==> src/rtl/cpu_pkg.sv <==
// Shared CPU front-end types: the fetch-queue entry layout and pipeline widths.
package cpu_pkg;

  localparam int FQ_XLEN  = 32;
  localparam int FETCH_W  = 1;
  localparam int DECODE_W = 2;

  typedef struct packed {
    logic [FQ_XLEN-1:0] pc;
    logic [FQ_XLEN-1:0] instr;
    logic               pred_taken;
  } fq_entry_t;

endpackage

==> src/rtl/fq_storage.sv <==
// Fetch-queue entry array: one synchronous write port, two asynchronous read ports.
module fq_storage
  import cpu_pkg::*;
#(
  parameter int DEPTH = 8,
  parameter int AW    = $clog2(DEPTH)
) (
  input  logic          clk,
  input  logic          reset,
  input  logic          write_en,
  input  logic [AW-1:0] write_addr,
  input  fq_entry_t     write_data,
  input  logic [AW-1:0] read_addr0,
  input  logic [AW-1:0] read_addr1,
  output fq_entry_t     read_data0,
  output fq_entry_t     read_data1
);

  fq_entry_t mem [DEPTH];

  // Entries are zeroed on reset so the stale-slot read data is never X.
  always_ff @(posedge clk or negedge reset) begin
    if (!reset) begin
      for (int i = 0; i < DEPTH; i++) begin
        mem[i] <= '0;
      end
    end else if (write_en) begin
      mem[write_addr] <= write_data;
    end
  end

  assign read_data0 = mem[read_addr0];
  assign read_data1 = mem[read_addr1];

endmodule

==> src/rtl/fetch_queue.sv <==
// In-order decoupling queue between fetch (one entry/cycle) and two-wide decode.
module fetch_queue
  import cpu_pkg::*;
#(
  parameter int DEPTH = 8,
  parameter int XLEN  = 32
) (
  input  logic                               clk,
  input  logic                               reset,
  input  logic                               flush,
  input  logic                               in_valid,
  output logic                               in_ready,
  input  logic [XLEN-1:0]                    in_pc,
  input  logic [XLEN-1:0]                    in_instr,
  input  logic                               in_pred_taken,
  output logic [DECODE_W-1:0]                out_valid,
  input  logic [DECODE_W-1:0]                out_ready,
  output logic [DECODE_W-1:0][XLEN-1:0]      out_pc,
  output logic [DECODE_W-1:0][XLEN-1:0]      out_instr,
  output logic [DECODE_W-1:0]                out_pred_taken,
  output logic [$clog2(DEPTH):0]             count
);

  localparam int AW = $clog2(DEPTH);
  localparam int CW = AW + 1;

  logic [AW-1:0] head;
  logic [AW-1:0] tail;
  logic          enq;
  logic          deq0;
  logic          deq1;
  logic [1:0]    deq_n;
  fq_entry_t     write_data;
  fq_entry_t     slot0;
  fq_entry_t     slot1;

  assign in_ready     = (count != CW'(DEPTH));
  assign out_valid[0] = (count != '0);
  assign out_valid[1] = (count >= CW'(2));

  assign enq = in_valid && in_ready && !flush;

  // Slot 1 may only retire alongside slot 0, keeping consumption in order.
  assign deq0  = out_valid[0] && out_ready[0];
  assign deq1  = deq0 && out_valid[1] && out_ready[1];
  assign deq_n = deq1 ? 2'd2 : (deq0 ? 2'd1 : 2'd0);

  assign write_data.pc         = in_pc;
  assign write_data.instr      = in_instr;
  assign write_data.pred_taken = in_pred_taken;

  always_ff @(posedge clk or negedge reset) begin
    if (!reset) begin
      head  <= '0;
      tail  <= '0;
      count <= '0;
    end else if (flush) begin
      head  <= '0;
      tail  <= '0;
      count <= '0;
    end else begin
      head  <= head + AW'(deq_n);
      tail  <= tail + AW'(enq);
      count <= count + CW'(enq) - CW'(deq_n);
    end
  end

  fq_storage #(
    .DEPTH (DEPTH),
    .AW    (AW)
  ) u_storage (
    .clk        (clk),
    .reset      (reset),
    .write_en   (enq),
    .write_addr (tail),
    .write_data (write_data),
    .read_addr0 (head),
    .read_addr1 (head + AW'(1)),
    .read_data0 (slot0),
    .read_data1 (slot1)
  );

  assign out_pc[0]         = slot0.pc;
  assign out_pc[1]         = slot1.pc;
  assign out_instr[0]      = slot0.instr;
  assign out_instr[1]      = slot1.instr;
  assign out_pred_taken[0] = slot0.pred_taken;
  assign out_pred_taken[1] = slot1.pred_taken;

endmodule

==> config.mk <==
export PLATFORM = sky130hd
export DESIGN_NAME = fetch_queue
export DESIGN_NICKNAME = d
export VERILOG_FILES = /design/src/rtl/cpu_pkg.sv /design/src/rtl/fq_storage.sv /design/src/rtl/fetch_queue.sv
export SDC_FILE = /design/constraint.sdc
export NUM_CORES = 1
export LEC_CHECK = 0
export BUFFER_PORTS_ARGS = -buffer_cell sky130_fd_sc_hd__buf_2
export CORE_MARGIN = 5
export CORE_UTILIZATION = 32
export CTS_CLUSTER_DIAMETER = 60
export DETAILED_ROUTE_END_ITERATION = 12
export GPL_TIMING_DRIVEN = 0
export PLACE_DENSITY = 0.55
export SKIP_CTS_REPAIR_TIMING = 1
export SYNTH_ARGS = -nofsm -noshare
export SYNTH_HDL_FRONTEND = slang
export SYNTH_SLANG_ARGS = --single-unit
==> constraint.sdc <==
create_clock -name clk -period 2.55 [get_ports clk]
set_input_delay 0.255 -clock clk [delete_from_list [all_inputs] [get_ports clk]]
set_output_delay 0.255 -clock clk [all_outputs]
set_load 0.03 [all_outputs]
# == Word-level counts from Yosys, hierarchy flattened ==
# Cells that the tools add are included.
# op_classes
order_cmp,5
muxes,14
bitwise_logic,3
add_sub_neg,5
eq_ne,1
reduce_logical,8
# op_table
operator,n
520-bit bitwise mux,1
65-bit binary-select mux with 3-bit select,2
65-bit 2-to-1 mux,5
65-bit demux with 3-bit select,1
"4-bit greater-or-equal comparator, second input constant",3
3-bit inverter with 4-bit output,3
1-bit logical AND,6
3-bit 2-to-1 mux,2
4-bit by 1-bit adder with 4-bit output,1
"4-bit by 2-bit greater-or-equal comparator with 1-bit output, second input constant",1
"4-bit by 1-bit < comparator with 1-bit output, second input constant",1
4-bit 2-to-1 mux,1
"4-bit inequality test, second input constant",1
4-bit nonzero test,1
4-bit by 2-bit subtractor with 4-bit output,1
3-bit by 1-bit adder with 3-bit output,1
"3-bit by 1-bit adder with 3-bit output, second input constant",1
3-bit by 2-bit adder with 3-bit output,1
2-bit 2-to-1 mux,1
1-bit zero test,1
1-bit 2-to-1 mux,1
# word_totals
input_bits,71
regBits,530
word_cells,63

# == Logic depth before layout (Yosys ltp) ==
# logic_depth
depth_word,7
ltp_mapped,11

# == Modules after synthesis ==
# A second synthesis with hierarchy kept.
# unflattened
cells_unflattened,1625
area_unflattened_um2,27634.0
# by_module_without_submodules
module,area_each_um2,seq_area_each_um2,n_inst,cells_per_inst
fq_storage,26998.4,13012.5,1,1566
fetch_queue,635.6,250.2,1,59

# == Worst setup path after synthesis ==
# No wires, ideal clock.
# synth_path
path_type,register to register
start,register count[2]
end,register count[3]
path_slack_ns,-0.353
path_stages_with_launch,12
synth_period_minus_slack_ns,2.903
arrival_ns,2.779
n_path_buf,0
path_cell_list,dfrtp_1 > inv_1 > ha_1 > nand2b_1 > or2_2 > and3_1 > ha_1 > inv_1 > ha_1 > a21o_1 > a21oi_1 > mux2_2
# synth_between
elab_cells_between_ends,13
# synth_lines
item,line_no,rtl
start: declaration,fetch_queue.sv:21,output logic [$clog2(DEPTH):0] count
start signal: assignment,fetch_queue.sv:64,count <= count + CW'(enq) - CW'(deq_n);
4-bit by 2-bit greater-or-equal comparator with 1-bit output,fetch_queue.sv:39,assign out_valid[1] = (count >= CW'(2));
net out_valid[1],fetch_queue.sv:16,"output logic [DECODE_W-1:0] out_valid,"
1-bit logical AND (2 in series),fetch_queue.sv:45,assign deq1 = deq0 && out_valid[1] && out_ready[1];
2-bit 2-to-1 mux,fetch_queue.sv:46,assign deq_n = deq1 ? 2'd2 : (deq0 ? 2'd1 : 2'd0);
4-bit by 2-bit subtractor with 4-bit output,fetch_queue.sv:64,
4-bit 2-to-1 mux,fetch_queue.sv:57,end else if (flush) begin
# The timed path passes the listed nets, and every way through them passes these cells.
# A chain may end at the register's enable or synchronous reset.

==> summary.txt <==
Pwr
  • Switching pwr: approximately 16 mW
  • Maximum vdd drop: slightly above 0.7 mV
  • Pleak: approximately 16 nW
  • Clock power frac: 0.230
  • Internal Power: ~27 mW
  • Logic pwr share: 0.513
  • Switching share of total power: 0.3791
  • Power Dens Cells: around 1200 nW/µm²
  • Seq pwr share: 0.257

Global route
  • Vias in the first global route: around 18000
  • GR Util met1: 0.2379
  • Tot GR Track Use: 0.1753
  • Met2 GRT Util: 0.2931
  • Pin count of the biggest net entering global routing: 123
  • Congestion Overflow GR: 0
  • Global route hottest layer: met2
  • Global-route wire length before repair: around 120 mm
  • Met3 Resource Use GR: 0.03403
  • Initial antenna violation count: 4

Drt
  • Final ANT Viol Nets: 0
  • Drt drc: 0
  • Vias: roughly 17000
  • First-iteration detailed-routing DRC count: around 900
  • Post-Route WL: 83.53 mm
  • Routed len/inst: approximately 26 µm
  • Via/cell ratio: between 5 and 6
  • Drt first pass iters: 4

STA
  • Fmax: 0.3263 GHz
  • Max Clock Skew: approximately 0.026 ns
  • Final WS setup: -0.5151 ns
  • Tightest Pin Transition: around 0.92 ns
  • Post-layout minimum cycle time: 3.065 ns
  • RSZ-0062 raised after global routing: true
  • Slew HR: 0.3894
  • Hold Vio Cnt, Final: 1
  • Setup violators final: 130
  • Min Hold Slack: -0.0006889 ns
  • Final worst-path cycle share: 1.202
  • Pins Over Slew Limit: 0

Job
  • Max-cap violations: 0

Final layout
  • Final Util: 0.4036
  • Fin cells: 3211
  • Final Instance Area: between 30000 and 40000 µm²
  • Layout cells sized above 1: 0.5433
  • Area growth, synth to finish: 25.70%
  • Nets: 2085

Synth
  • Most common cell in the synthesized netlist: dfrtp_1
  • Yosys top cell area share: 0.4784
  • Synth warn: 0
  • Sequential share of the synthesized area: 0.4784
  • Post-synthesis cell type count: 32
  • Post-synthesis instance total: 1629
  • Area leader, netlist: dfrtp_1
  • Number of enable flip-flop cells after synthesis: 0
  • FFs w/ async S/R, synth: 1.000
  • Syn Area/Cell: around 17 µm²
  • Flop and latch count out of synthesis: between 500 and 600
  • Ranking of synthesized cells by area: dfrtp_1, mux4_2, mux2_2, mux2_1, buf_4
  • Post-synth top cells: dfrtp_1, mux2_2, mux2_1, mux4_2, buf_2
  • Mapped Nets: around 1700
  • Cell Area, Synth: between 20000 and 30000 µm²
  • Primary FF master, synth: dfrtp_1

Min path
  • Hold crit path type: primary input to flip-flop

Floorplanning
  • IO Count: between 200 and 250
  • Placeable Area: approximately 86000 µm²
  • # rows: between 100 and 150
  • Die ar.: between 90000 and 100000 µm²
  • Die Y: around 300 µm
  • Initial Utilization: 0.3211
  • Width of the chip: a little over 300 µm

Placement
  • Place WS: -0.5509 ns
  • Routability-driven placement congestion ratio: ~0.74
  • Post-place instance area: between 30000 and 40000 µm²
  • Placed Cells incl. Taps: approximately 3000
  • Port bufs: 207
  • Hpwl dp: ~54 mm

Critical path
  • Worst EP required: roughly 2.3 ns
  • Startpoint types: flip-flop
  • CP Max Fanout: 10
  • Critical Path AT: between 2 and 3 ns
  • Worst setup path category: flip-flop to primary output
  • Worst setup EP type: primary output

Outcome
  • Status: complete, but fails checks
  • Failing checks: negative hold slack, negative setup slack

CTS
  • Max H-tree Level: 3
  • Clock Tree Buf Depth: 3
  • Cts bufs inserted: 72
  • CTS Root Cell: clkbuf_16
  • CTS tree: yes
  • Worst-path clk slew: roughly 0.050 ns
  • Worst skew pair latency: 0.61 ns
  • Clock sink total: 530
critical path, stage by stage (launching register included):
cell     delay (ns)
dfrtp_2        0.43
ha_4           0.35
buf_12         0.17
buf_8          0.20
mux4_2         0.53
mux2_2         0.31
buf_2          0.19
path summary, 6_finish.rpt:
check	from	end	slack, ns	cells past startpoint
max	head[0]$_DFF_PN0_	out_pc[38]	-0.52	6
min	in_instr[19]	u_storage.mem[280]$_DFFE_PN0P_	-0.0007	2
max reg2reg	count[2]$_DFF_PN0_	u_storage.mem[275]$_DFFE_PN0P_	0.10	8
min reg2reg	u_storage.mem[7]$_DFFE_PN0P_	u_storage.mem[7]$_DFFE_PN0P_	0.50	1
max in group asynchronous	reset	u_storage.mem[448]$_DFFE_PN0P_	0.54	4
min in group asynchronous	reset	u_storage.mem[40]$_DFFE_PN0P_	0.30	2
per-layer routing:
| layer | vias up | wire length [µm] | share of wire |
|---|---|---|---|
| met5 | - | 19 | 0.00023 |
| met4 | 2 | 1482 | 0.018 |
| met3 | 96 | 3567 | 0.043 |
| met2 | 384 | 41020 | 0.49 |
| met1 | 9372 | 37440 | 0.45 |
| li1 | 7174 | - | - |
stage by stage:
stage | setup TNS, ns | hold WS (ns) | power (mW)
5_1_grt | -63.28 | 0.0001648 | 45.49
4_1_cts | -143.08 | -0.2694 | 40.83
6_report | -53.91 | -0.0006889 | 43.41
3_5_place_dp | -54.46 | 0.3822 | 30.61
2_1_floorplan | 0 | -0.04059 | 24.58
3_3_place_gp | -5221.31 | 0.4801 | 30.35
cell usage in the layout, fill, tap and decap left out, types with 7 or more instances in the layout:
| cell | n |
|---|---|
| mux2_4 | 46 |
| dlygate4sd3_1 | 54 |
| clkbuf_8 | 13 |
| buf_12 | 18 |
| clkbuf_4 | 16 |
| dfrtp_1 | 527 |
| inv_6 | 7 |
| mux2_2 | 305 |
| clkbuf_16 | 86 |
| buf_16 | 12 |
| clkbuf_2 | 8 |
| mux4_2 | 260 |
| ha_1 | 8 |
| buf_6 | 76 |
| clkbuf_1 | 15 |
| buf_2 | 172 |
| buf_4 | 55 |
| mux2_1 | 300 |
| clkinv_2 | 7 |
cell type report:
type / instances / area (µm²)
Antenna cell: 2 / 5.005
Buffer: 130 / 1348
Clock buffer: 101 / 2105
Clock inverter: 26 / 261.5
Fill cell: 7876 / 51500
Inverter: 8 / 30.03
Multi-Input combinational cell: 960 / 13860
Sequential cell: 530 / 13270
Tap cell: 1155 / 1445
Timing Repair Buffer: 299 / 2531
state kept, by name, summed over array words and instances (netlist names):
name           count
u_storage.mem    520
count              4
head               3
tail               3
cell families after synthesis:
logic type,Yosys count,share of synthesized area
buffers and inverters,139,0.02965
XOR/XNOR,4,0.001264
adder cells (fa/ha/maj),13,0.006409
AND/OR/NAND/NOR,30,0.008170
flip-flops,530,0.4784
multiplexers,911,0.4757
AO/OA/AOI/OAI,2,0.0004513
power groups by stage:
stage                     clock network (mW)  registers (mW)  logic, mW
after CTS                               10.3            11.1       19.5
final                                   9.99            11.1       22.3
after detailed placement                   0            11.2       19.4
after floorplan                            0            10.9       13.7
after global placement                     0            11.1       19.3
after global routing                    10.6            11.3       23.6
Note: power is estimated with default switching activity, not from simulation.
